`src/rtl/lcd_pkg.sv`:
```
// ---------------------------------------------------------------------------
// lcd_pkg
// Shared definitions for the HD44780-style LCD write controller:
//   - controller state encoding
//   - bit positions inside the core's 32-bit LCD register
//   - default bus timing (in clock cycles)
//   - helper functions used to size and time the transaction counter
// ---------------------------------------------------------------------------
package lcd_pkg;

    typedef enum logic [2:0] {
        ST_IDLE  = 3'd0,
        ST_SETUP = 3'd1,
        ST_PULSE = 3'd2,
        ST_HOLD  = 3'd3,
        ST_EXEC  = 3'd4
    } lcd_state_e;

    // Bit positions inside the core's LCD register.
    localparam int LCD_ON_BIT    = 31;
    localparam int LCD_START_BIT = 10;
    localparam int LCD_RS_BIT    = 9;
    localparam int LCD_DATA_MSB  = 7;
    localparam int LCD_DATA_LSB  = 0;

    // Default timing, in clock cycles.
    localparam int DEF_T_SETUP = 2;
    localparam int DEF_T_EN    = 12;
    localparam int DEF_T_HOLD  = 2;
    localparam int DEF_T_EXEC  = 2000;
    localparam int DEF_T_CLR   = 82000;

    // Clear display (0x01) and return home (0x02/0x03) need the long settle time.
    function automatic logic is_slow_cmd(input logic rs, input logic [7:0] data);
        return (rs == 1'b0) && ((data == 8'h01) || (data == 8'h02) || (data == 8'h03));
    endfunction

    function automatic int max_int(input int a, input int b);
        return (a > b) ? a : b;
    endfunction

endpackage

```
`src/rtl/lcd_ctrl.sv`:
```
// ---------------------------------------------------------------------------
// lcd_ctrl
// Write-only HD44780 bus sequencer. A rising edge on START (register bit 10)
// latches RS/DATA onto the bus and runs SETUP -> PULSE (EN high) -> HOLD ->
// EXEC (settle), then returns to IDLE. A START edge seen while a transaction
// is running is dropped and recorded in the sticky overflow flag.
// Ports:
//   i_clk       clock, rising edge
//   i_rst_n     asynchronous active-low reset
//   i_lcd_reg   core LCD register ([31] ON, [10] START, [9] RS, [7:0] DATA)
//   o_lcd_busy  transaction in progress
//   o_lcd_ovf   sticky dropped-START flag, cleared only by reset
//   o_lcd_on    panel power, i_lcd_reg[31] delayed one cycle
//   o_lcd_en    enable strobe
//   o_lcd_rs    register select
//   o_lcd_rw    read/write, always 0
//   o_lcd_data  data bus
// ---------------------------------------------------------------------------
module lcd_ctrl
    import lcd_pkg::*;
#(
    parameter int T_SETUP = DEF_T_SETUP,
    parameter int T_EN    = DEF_T_EN,
    parameter int T_HOLD  = DEF_T_HOLD,
    parameter int T_EXEC  = DEF_T_EXEC,
    parameter int T_CLR   = DEF_T_CLR
) (
    input  logic        i_clk,
    input  logic        i_rst_n,
    input  logic [31:0] i_lcd_reg,
    output logic        o_lcd_busy,
    output logic        o_lcd_ovf,
    output logic        o_lcd_on,
    output logic        o_lcd_en,
    output logic        o_lcd_rs,
    output logic        o_lcd_rw,
    output logic [7:0]  o_lcd_data
);

    // One counter serves every state, so it is sized for the longest phase.
    localparam int T_MAX = max_int(max_int(T_CLR, T_EXEC),
                                   max_int(T_EN, max_int(T_SETUP, T_HOLD)));
    localparam int CNT_W = (T_MAX < 2) ? 1 : $clog2(T_MAX);

    localparam logic [CNT_W-1:0] LD_SETUP = CNT_W'(T_SETUP - 1);
    localparam logic [CNT_W-1:0] LD_EN    = CNT_W'(T_EN - 1);
    localparam logic [CNT_W-1:0] LD_HOLD  = CNT_W'(T_HOLD - 1);
    localparam logic [CNT_W-1:0] LD_EXEC  = CNT_W'(T_EXEC - 1);
    localparam logic [CNT_W-1:0] LD_CLR   = CNT_W'(T_CLR - 1);
    localparam logic [CNT_W-1:0] CNT_ZERO = '0;

    lcd_state_e       state_q, state_d;
    logic [CNT_W-1:0] cnt_q, cnt_d;
    logic             start_q;
    logic             busy_q, busy_d;
    logic             ovf_q, ovf_d;
    logic             on_q;
    logic             en_q, en_d;
    logic             rs_q, rs_d;
    logic             rw_q;
    logic [7:0]       data_q, data_d;

    logic             launch;
    logic             last;
    logic             accept;

    // Register bits that carry no meaning for this block.
    logic unused_reg_bits;
    assign unused_reg_bits = ^{i_lcd_reg[30:11], i_lcd_reg[8]};

    assign launch = i_lcd_reg[LCD_START_BIT] & ~start_q;
    assign last   = (cnt_q == CNT_ZERO);
    // A launch is taken in IDLE, or on the very edge EXEC finishes so that
    // back-to-back writes need no idle cycle in between.
    assign accept = launch & ((state_q == ST_IDLE) | ((state_q == ST_EXEC) & last));

    always_comb begin
        state_d = state_q;
        cnt_d   = cnt_q;
        busy_d  = busy_q;
        en_d    = en_q;
        rs_d    = rs_q;
        data_d  = data_q;
        ovf_d   = ovf_q | (launch & ~accept);

        // Phase countdown; it only moves while non-zero, so it never wraps.
        if ((state_q != ST_IDLE) && !last) begin
            cnt_d = cnt_q - 1'b1;
        end

        case (state_q)
            ST_IDLE: begin
                cnt_d = CNT_ZERO;
            end
            ST_SETUP: begin
                if (last) begin
                    state_d = ST_PULSE;
                    en_d    = 1'b1;
                    cnt_d   = LD_EN;
                end
            end
            ST_PULSE: begin
                if (last) begin
                    state_d = ST_HOLD;
                    en_d    = 1'b0;
                    cnt_d   = LD_HOLD;
                end
            end
            ST_HOLD: begin
                if (last) begin
                    state_d = ST_EXEC;
                    cnt_d   = is_slow_cmd(rs_q, data_q) ? LD_CLR : LD_EXEC;
                end
            end
            ST_EXEC: begin
                if (last) begin
                    state_d = ST_IDLE;
                    busy_d  = 1'b0;
                    cnt_d   = CNT_ZERO;
                end
            end
            default: begin
                state_d = ST_IDLE;
                busy_d  = 1'b0;
                en_d    = 1'b0;
                cnt_d   = CNT_ZERO;
            end
        endcase

        // Launch overrides the idle/return path above.
        if (accept) begin
            state_d = ST_SETUP;
            cnt_d   = LD_SETUP;
            busy_d  = 1'b1;
            en_d    = 1'b0;
            rs_d    = i_lcd_reg[LCD_RS_BIT];
            data_d  = i_lcd_reg[LCD_DATA_MSB:LCD_DATA_LSB];
        end
    end

    always_ff @(posedge i_clk or negedge i_rst_n) begin
        if (!i_rst_n) begin
            state_q <= ST_IDLE;
            cnt_q   <= CNT_ZERO;
            start_q <= 1'b0;
            busy_q  <= 1'b0;
            ovf_q   <= 1'b0;
            on_q    <= 1'b0;
            en_q    <= 1'b0;
            rs_q    <= 1'b0;
            rw_q    <= 1'b0;
            data_q  <= 8'h00;
        end else begin
            state_q <= state_d;
            cnt_q   <= cnt_d;
            start_q <= i_lcd_reg[LCD_START_BIT];
            busy_q  <= busy_d;
            ovf_q   <= ovf_d;
            on_q    <= i_lcd_reg[LCD_ON_BIT];
            en_q    <= en_d;
            rs_q    <= rs_d;
            rw_q    <= 1'b0;
            data_q  <= data_d;
        end
    end

    assign o_lcd_busy = busy_q;
    assign o_lcd_ovf  = ovf_q;
    assign o_lcd_on   = on_q;
    assign o_lcd_en   = en_q;
    assign o_lcd_rs   = rs_q;
    assign o_lcd_rw   = rw_q;
    assign o_lcd_data = data_q;

endmodule

```
`config.mk`:
```
export PLATFORM = sky130hd
export DESIGN_NAME = lcd_ctrl
export DESIGN_NICKNAME = d
export VERILOG_FILES = /design/src/rtl/lcd_pkg.sv /design/src/rtl/lcd_ctrl.sv
export SDC_FILE = /design/constraint.sdc
export NUM_CORES = 1
export LEC_CHECK = 0
export CAP_MARGIN = 20
export CORE_ASPECT_RATIO = 1.1
export CORE_MARGIN = 2
export CORE_UTILIZATION = 45
export DETAILED_ROUTE_END_ITERATION = 6
export PLACE_DENSITY = 0.75
export SYNTH_ARGS = -nofsm -noshare
export SYNTH_HDL_FRONTEND = slang
export SYNTH_SLANG_ARGS = --single-unit
```
`constraint.sdc`:
```
create_clock -name i_clk -period 2.5 [get_ports i_clk]
set_input_delay 0.375 -clock i_clk [delete_from_list [all_inputs] [get_ports i_clk]]
set_output_delay 0.375 -clock i_clk [all_outputs]
set_load 0.02 [all_outputs]
```
Yosys cells after proc, flatten, opt, wreduce, memory -nomap -nowiden --
Cells that the tools add are included.
Word-level totals: logic and storage cells 66, output and inout port bits 14, register bits after elaboration 34
Operators by class: bitwise logic cells 9, equal/unequal tests 14, muxes and demuxes 20, reduce and logical (&&, ||, !) cells 13, add/subtract/negate cells 1
Operator list (number):
- $mux W17 | 7
- $pmux W17 S4 | 1
- $logic_not A17 Y1 | 1
- $sub A17 B1 Y17 const B | 1
- $eq A8 B2 Y1 const B | 2
- $mux W3 | 5
- $pmux W3 S5 | 1
- $ne A3 B3 Y1 const B | 4
- $eq A8 B1 Y1 const B | 1
- $eq A3 B2 Y1 const B | 2
- $reduce_and A5 Y1 | 1
- $and A1 B1 Y1 | 4
- $mux W1 | 4
- $ne A2 B1 Y1 const B | 2
- $reduce_or A4 Y1 | 1
- $eq A3 B1 Y1 const B | 1
- $eq A3 B3 Y1 const B | 1
- $logic_not A3 Y1 | 1
- $not A1 Y1 | 3
- $pmux W1 S3 | 1
- $reduce_and A3 Y1 | 1
- $reduce_bool A3 Y1 | 1
- $reduce_or A3 Y1 | 1
- $logic_and A1 B1 Y1 | 2
- 6 further kinds | 8

Longest topological paths before layout --
word-level depth 8, gate-level depth with buffers 8, mapped depth without buffers 7

Worst setup path before layout --
Ideal clock, no wire load.
path type register -> register, from register cnt_q[0], to register data_q[0] (netlist: o_lcd_data[0]), path slack 530 ps, stages on the path, launching flop included 8, data arrival time 1845 ps, required time 2375 ps, library setup time 125 ps, cell sequence dfrtp_1 inv_1 ha_1 nor4b_1 nand4_2 a21oi_2 nand2_4 mux2_4
On the way: cells in the longest elaborated chain, start to end 4
Ends and longest elaborated chain:
- start: declaration | line lcd_ctrl.sv:53 | logic [CNT_W-1:0] cnt_q, cnt_d;
- start signal: assignment | line lcd_ctrl.sv:155 | cnt_q <= cnt_d;
- $logic_not A17 Y1 | line lcd_ctrl.sv:72 | assign last = (cnt_q == CNT_ZERO);
- $and A1 B1 Y1 | line lcd_ctrl.sv:75 | assign accept = launch & ((state_q == ST_IDLE) | ((state_q == ST_EXEC) & last));
- $or A1 B1 Y1 | line lcd_ctrl.sv:75
- $and A1 B1 Y1 | line lcd_ctrl.sv:75
- end signal: assignment | line lcd_ctrl.sv:163 | data_q <= data_d;
- end: declaration | line lcd_ctrl.sv:61 | logic [7:0] data_q, data_d;
No other way between the ends. A chain may end at the register's enable or synchronous reset.

Worst setup path after layout --
from register cnt_q[0], to register data_q[4] (netlist: o_lcd_data[4])
Same word-level chain as after synthesis.

==> flow_metrics.env <==
export IMPL_rows=24
export IMPL_max_stage_delay_ns=0.43
export IMPL_status="completed"
export IMPL_skew_ns=0.00162
export IMPL_tightest_slew_ns=0.679
export IMPL_async_flop_share=1.00
export IMPL_cts_repair_resized=0
export IMPL_htreeDepth=2
export IMPL_crit_path_start_kind="flip-flop"
export IMPL_drt_wirelength_per_cell_um=14.6
export IMPL_antenna_found_initial=0
export IMPL_antennaDiodeCount=0
export IMPL_via_per_inst=5.50
export IMPL_cts_buffers=5
export IMPL_die_h_um=70.1
export IMPL_clockRootBuffer="clkbuf_8"
export IMPL_worstPathArrival_ns=2.49
export IMPL_path_cells="inv_1, ha_1, nor4b_1, nand4_2, a21oi_2, nand2_4, mux2_4"
export IMPL_hold_violations=0
export IMPL_cts_sinks=34
export IMPL_yosys_cell_types_count=50
export IMPL_cp_max_fo=10
export IMPL_syn_num_nets=200
export IMPL_critPathCaptureType="flip-flop"
export IMPL_critPathRequiredTime_ns=2.68
export IMPL_fin_crit_ns=2.32
export IMPL_ant_nets=0
export IMPL_core_area_um2=3900
export IMPL_overflow=0
export IMPL_clk_latency_ns=0.29
export IMPL_drt_wl_total_mm=3.60
export IMPL_yosysSeqAreaShare=0.476
export IMPL_maxSlewViolCount=0
export IMPL_largest_register="cnt_q"
export IMPL_path_clk_slew_ns=0.07
export IMPL_holdWs_ns=0.479
export IMPL_maxSlewHeadroom=0.544
export IMPL_setup_violations_final=0
export IMPL_synth_cell_area_um2=1790
export IMPL_fin_setup_tns_ns=0
export IMPL_ios=48
export IMPL_synth_main_ff_cell="dfrtp_1"
export IMPL_io_buffers=25
export IMPL_holdCritPathClass="flip-flop to flip-flop"
export IMPL_drt_iter0_drc=22
export IMPL_fin_area_um2=2190
export IMPL_dieArea_um2=4500
export IMPL_num_nets_final=229
export IMPL_post_dp_hpwl_mm=2.66
export IMPL_gp_congestion=0.855
export IMPL_timing_fmax_mhz=431
export IMPL_tritoncts="yes"
export IMPL_crit_type="flip-flop to flip-flop"
export IMPL_crit_family="simple AND/OR/NAND/NOR gates"
export IMPL_cts_setup_buffers=0
export IMPL_grt_use_total=0.182
export IMPL_grt_pass1_vias=1402
export IMPL_syn_area_per_cell_um2=10.9
export IMPL_syn2layout_area_growth_pct=22.2
export IMPL_ctsHoldBuffers=0
export IMPL_ir_drop_mv=0.417
export IMPL_rsz0062_at_grt="no"
export IMPL_grt_max_degree=35
export IMPL_post_dp_cell_area_um2=2090
export IMPL_crit_buf_inv=1
export IMPL_die_w_um=64.1
export IMPL_leakage_nw=0.891
export IMPL_max_cap_viol_count=0
export IMPL_synthCells=164
export IMPL_layout_drive_gt1_share=0.160
export IMPL_vias=1353
export IMPL_clockBufferDepth=2
export IMPL_yosys_warnings=0
export IMPL_drcViolationCount=0
export IMPL_largest_reg_flops=17
export IMPL_post_route_util=0.560
export IMPL_start_util=0.458
export IMPL_synth_seq_cells=34
export IMPL_firstDrtPassIters=4
export IMPL_period_share=0.927
export IMPL_synth_edf_count=0
export IMPL_grt_pass1_wl_mm=6.40
export IMPL_slowest_stage="nor4b_1"
export IMPL_power_density_nw_per_um2=465
==> worst reg2reg max path: cells and delay by family (launching register included) <==
kind | cells | cell delay [ns]
AO/OA/AOI/OAI | 1 | 0.30
buffers and inverters | 1 | 0.10
AND/OR/NAND/NOR | 3 | 0.88
adder cells (fa/ha/maj) | 1 | 0.18
flip-flops | 1 | 0.41
multiplexers | 1 | 0.35
==> cells in the final DEF (no fill, tap or decap), types with 4 or more instances in the layout <==
cell             instances
nor3_1                   4
clkbuf_8                 6
nor2_1                  14
xnor2_1                  7
clkdlybuf4s50_1         25
xor2_1                   5
mux2_4                   9
nor4_1                   6
dfrtp_1                 34
nand2_1                  8
a21oi_1                 11
nand3_1                  8
o21ai_0                  7
==> cell usage after synthesis (2+ instances only) <==
library cell	n	area [µm²]
or3_1	2	12.5
nor4_1	6	37.5
xor2_1	5	43.8
nand3_1	8	40.0
or3_2	2	15.0
nor3_1	4	20.0
nand3b_1	2	15.0
inv_1	2	7.51
a21oi_1	11	55.1
mux2_4	9	135
ha_1	2	25.0
xnor2_1	7	61.3
o21ai_0	7	35.0
nor4_4	2	42.5
a211oi_1	2	15.0
nand2_1	8	30.0
nor2_1	14	52.6
o41ai_1	2	17.5
dfrtp_1	34	851
nor2b_1	2	12.5
clkbuf_1	2	7.51
a21boi_0	2	15.0
buf_4	2	15.0
==> metal layers <==
| metal | up-vias | GRT usage | share of wire |
|---|---|---|---|
| met2 | 39 | 0.291 | 0.49 |
| li1 | 653 | - | - |
| met5 | - | 0 | 0 |
| met3 | 5 | 0.0483 | 0.053 |
| met4 | 0 | 0.0757 | 0.014 |
| met1 | 656 | 0.234 | 0.45 |
==> per-stage QoR <==
stage	power (mW)	cells	worst slack [ns]
after CTS	1.03	246	0.243
final	1.02	246	0.182
after global routing	1.06	246	0.00258
after floorplan	0.569	164	0.530
after detailed placement	0.601	238	0.255
after global placement	0.601	238	0.305
==> cell type report <==
class                   instances  area [µm²]
fillers                       373        1720
repair buffers                 27         265
multi-input cells             123         903
flip-flops and latches         34         851
clock inverters                 2        12.5
inverters                       2        7.51
well taps                      52        65.1
clock buffers                   6        82.6
==> power by group <==
group | internal [mW] | switching (mW)
combinational | 0.0204 | 0.0173
sequential | 0.551 | 0.000548
clock | 0.221 | 0.206
==> worst paths after layout <==
check | startpoint | end | slack (ns) | cells past startpoint
setup / recovery | cnt_q[0] | o_lcd_data[4] | 0.18 | 7
hold / removal | o_lcd_ovf | o_lcd_ovf | 0.48 | 1
setup reg to reg | cnt_q[0] | o_lcd_data[4] | 0.18 | 7
hold reg to reg | o_lcd_ovf | o_lcd_ovf | 0.48 | 1
max in group asynchronous | i_rst_n | o_lcd_rs | 1.72 | 2
min in group asynchronous | i_rst_n | cnt_q[2] | 0.49 | 2
==> kinds of logic after synthesis <==
| logic type | share of synthesized area |
|---|---|
| flops | 0.476 |
| fa+ha+maj | 0.0140 |
| buf+inv | 0.0196 |
| other cells | 0.00210 |
| simple gates | 0.240 |
| mux | 0.0755 |
| xor+xnor | 0.0587 |
| compound gates | 0.115 |
No activity file was read; power rests on OpenSTA's default activity.
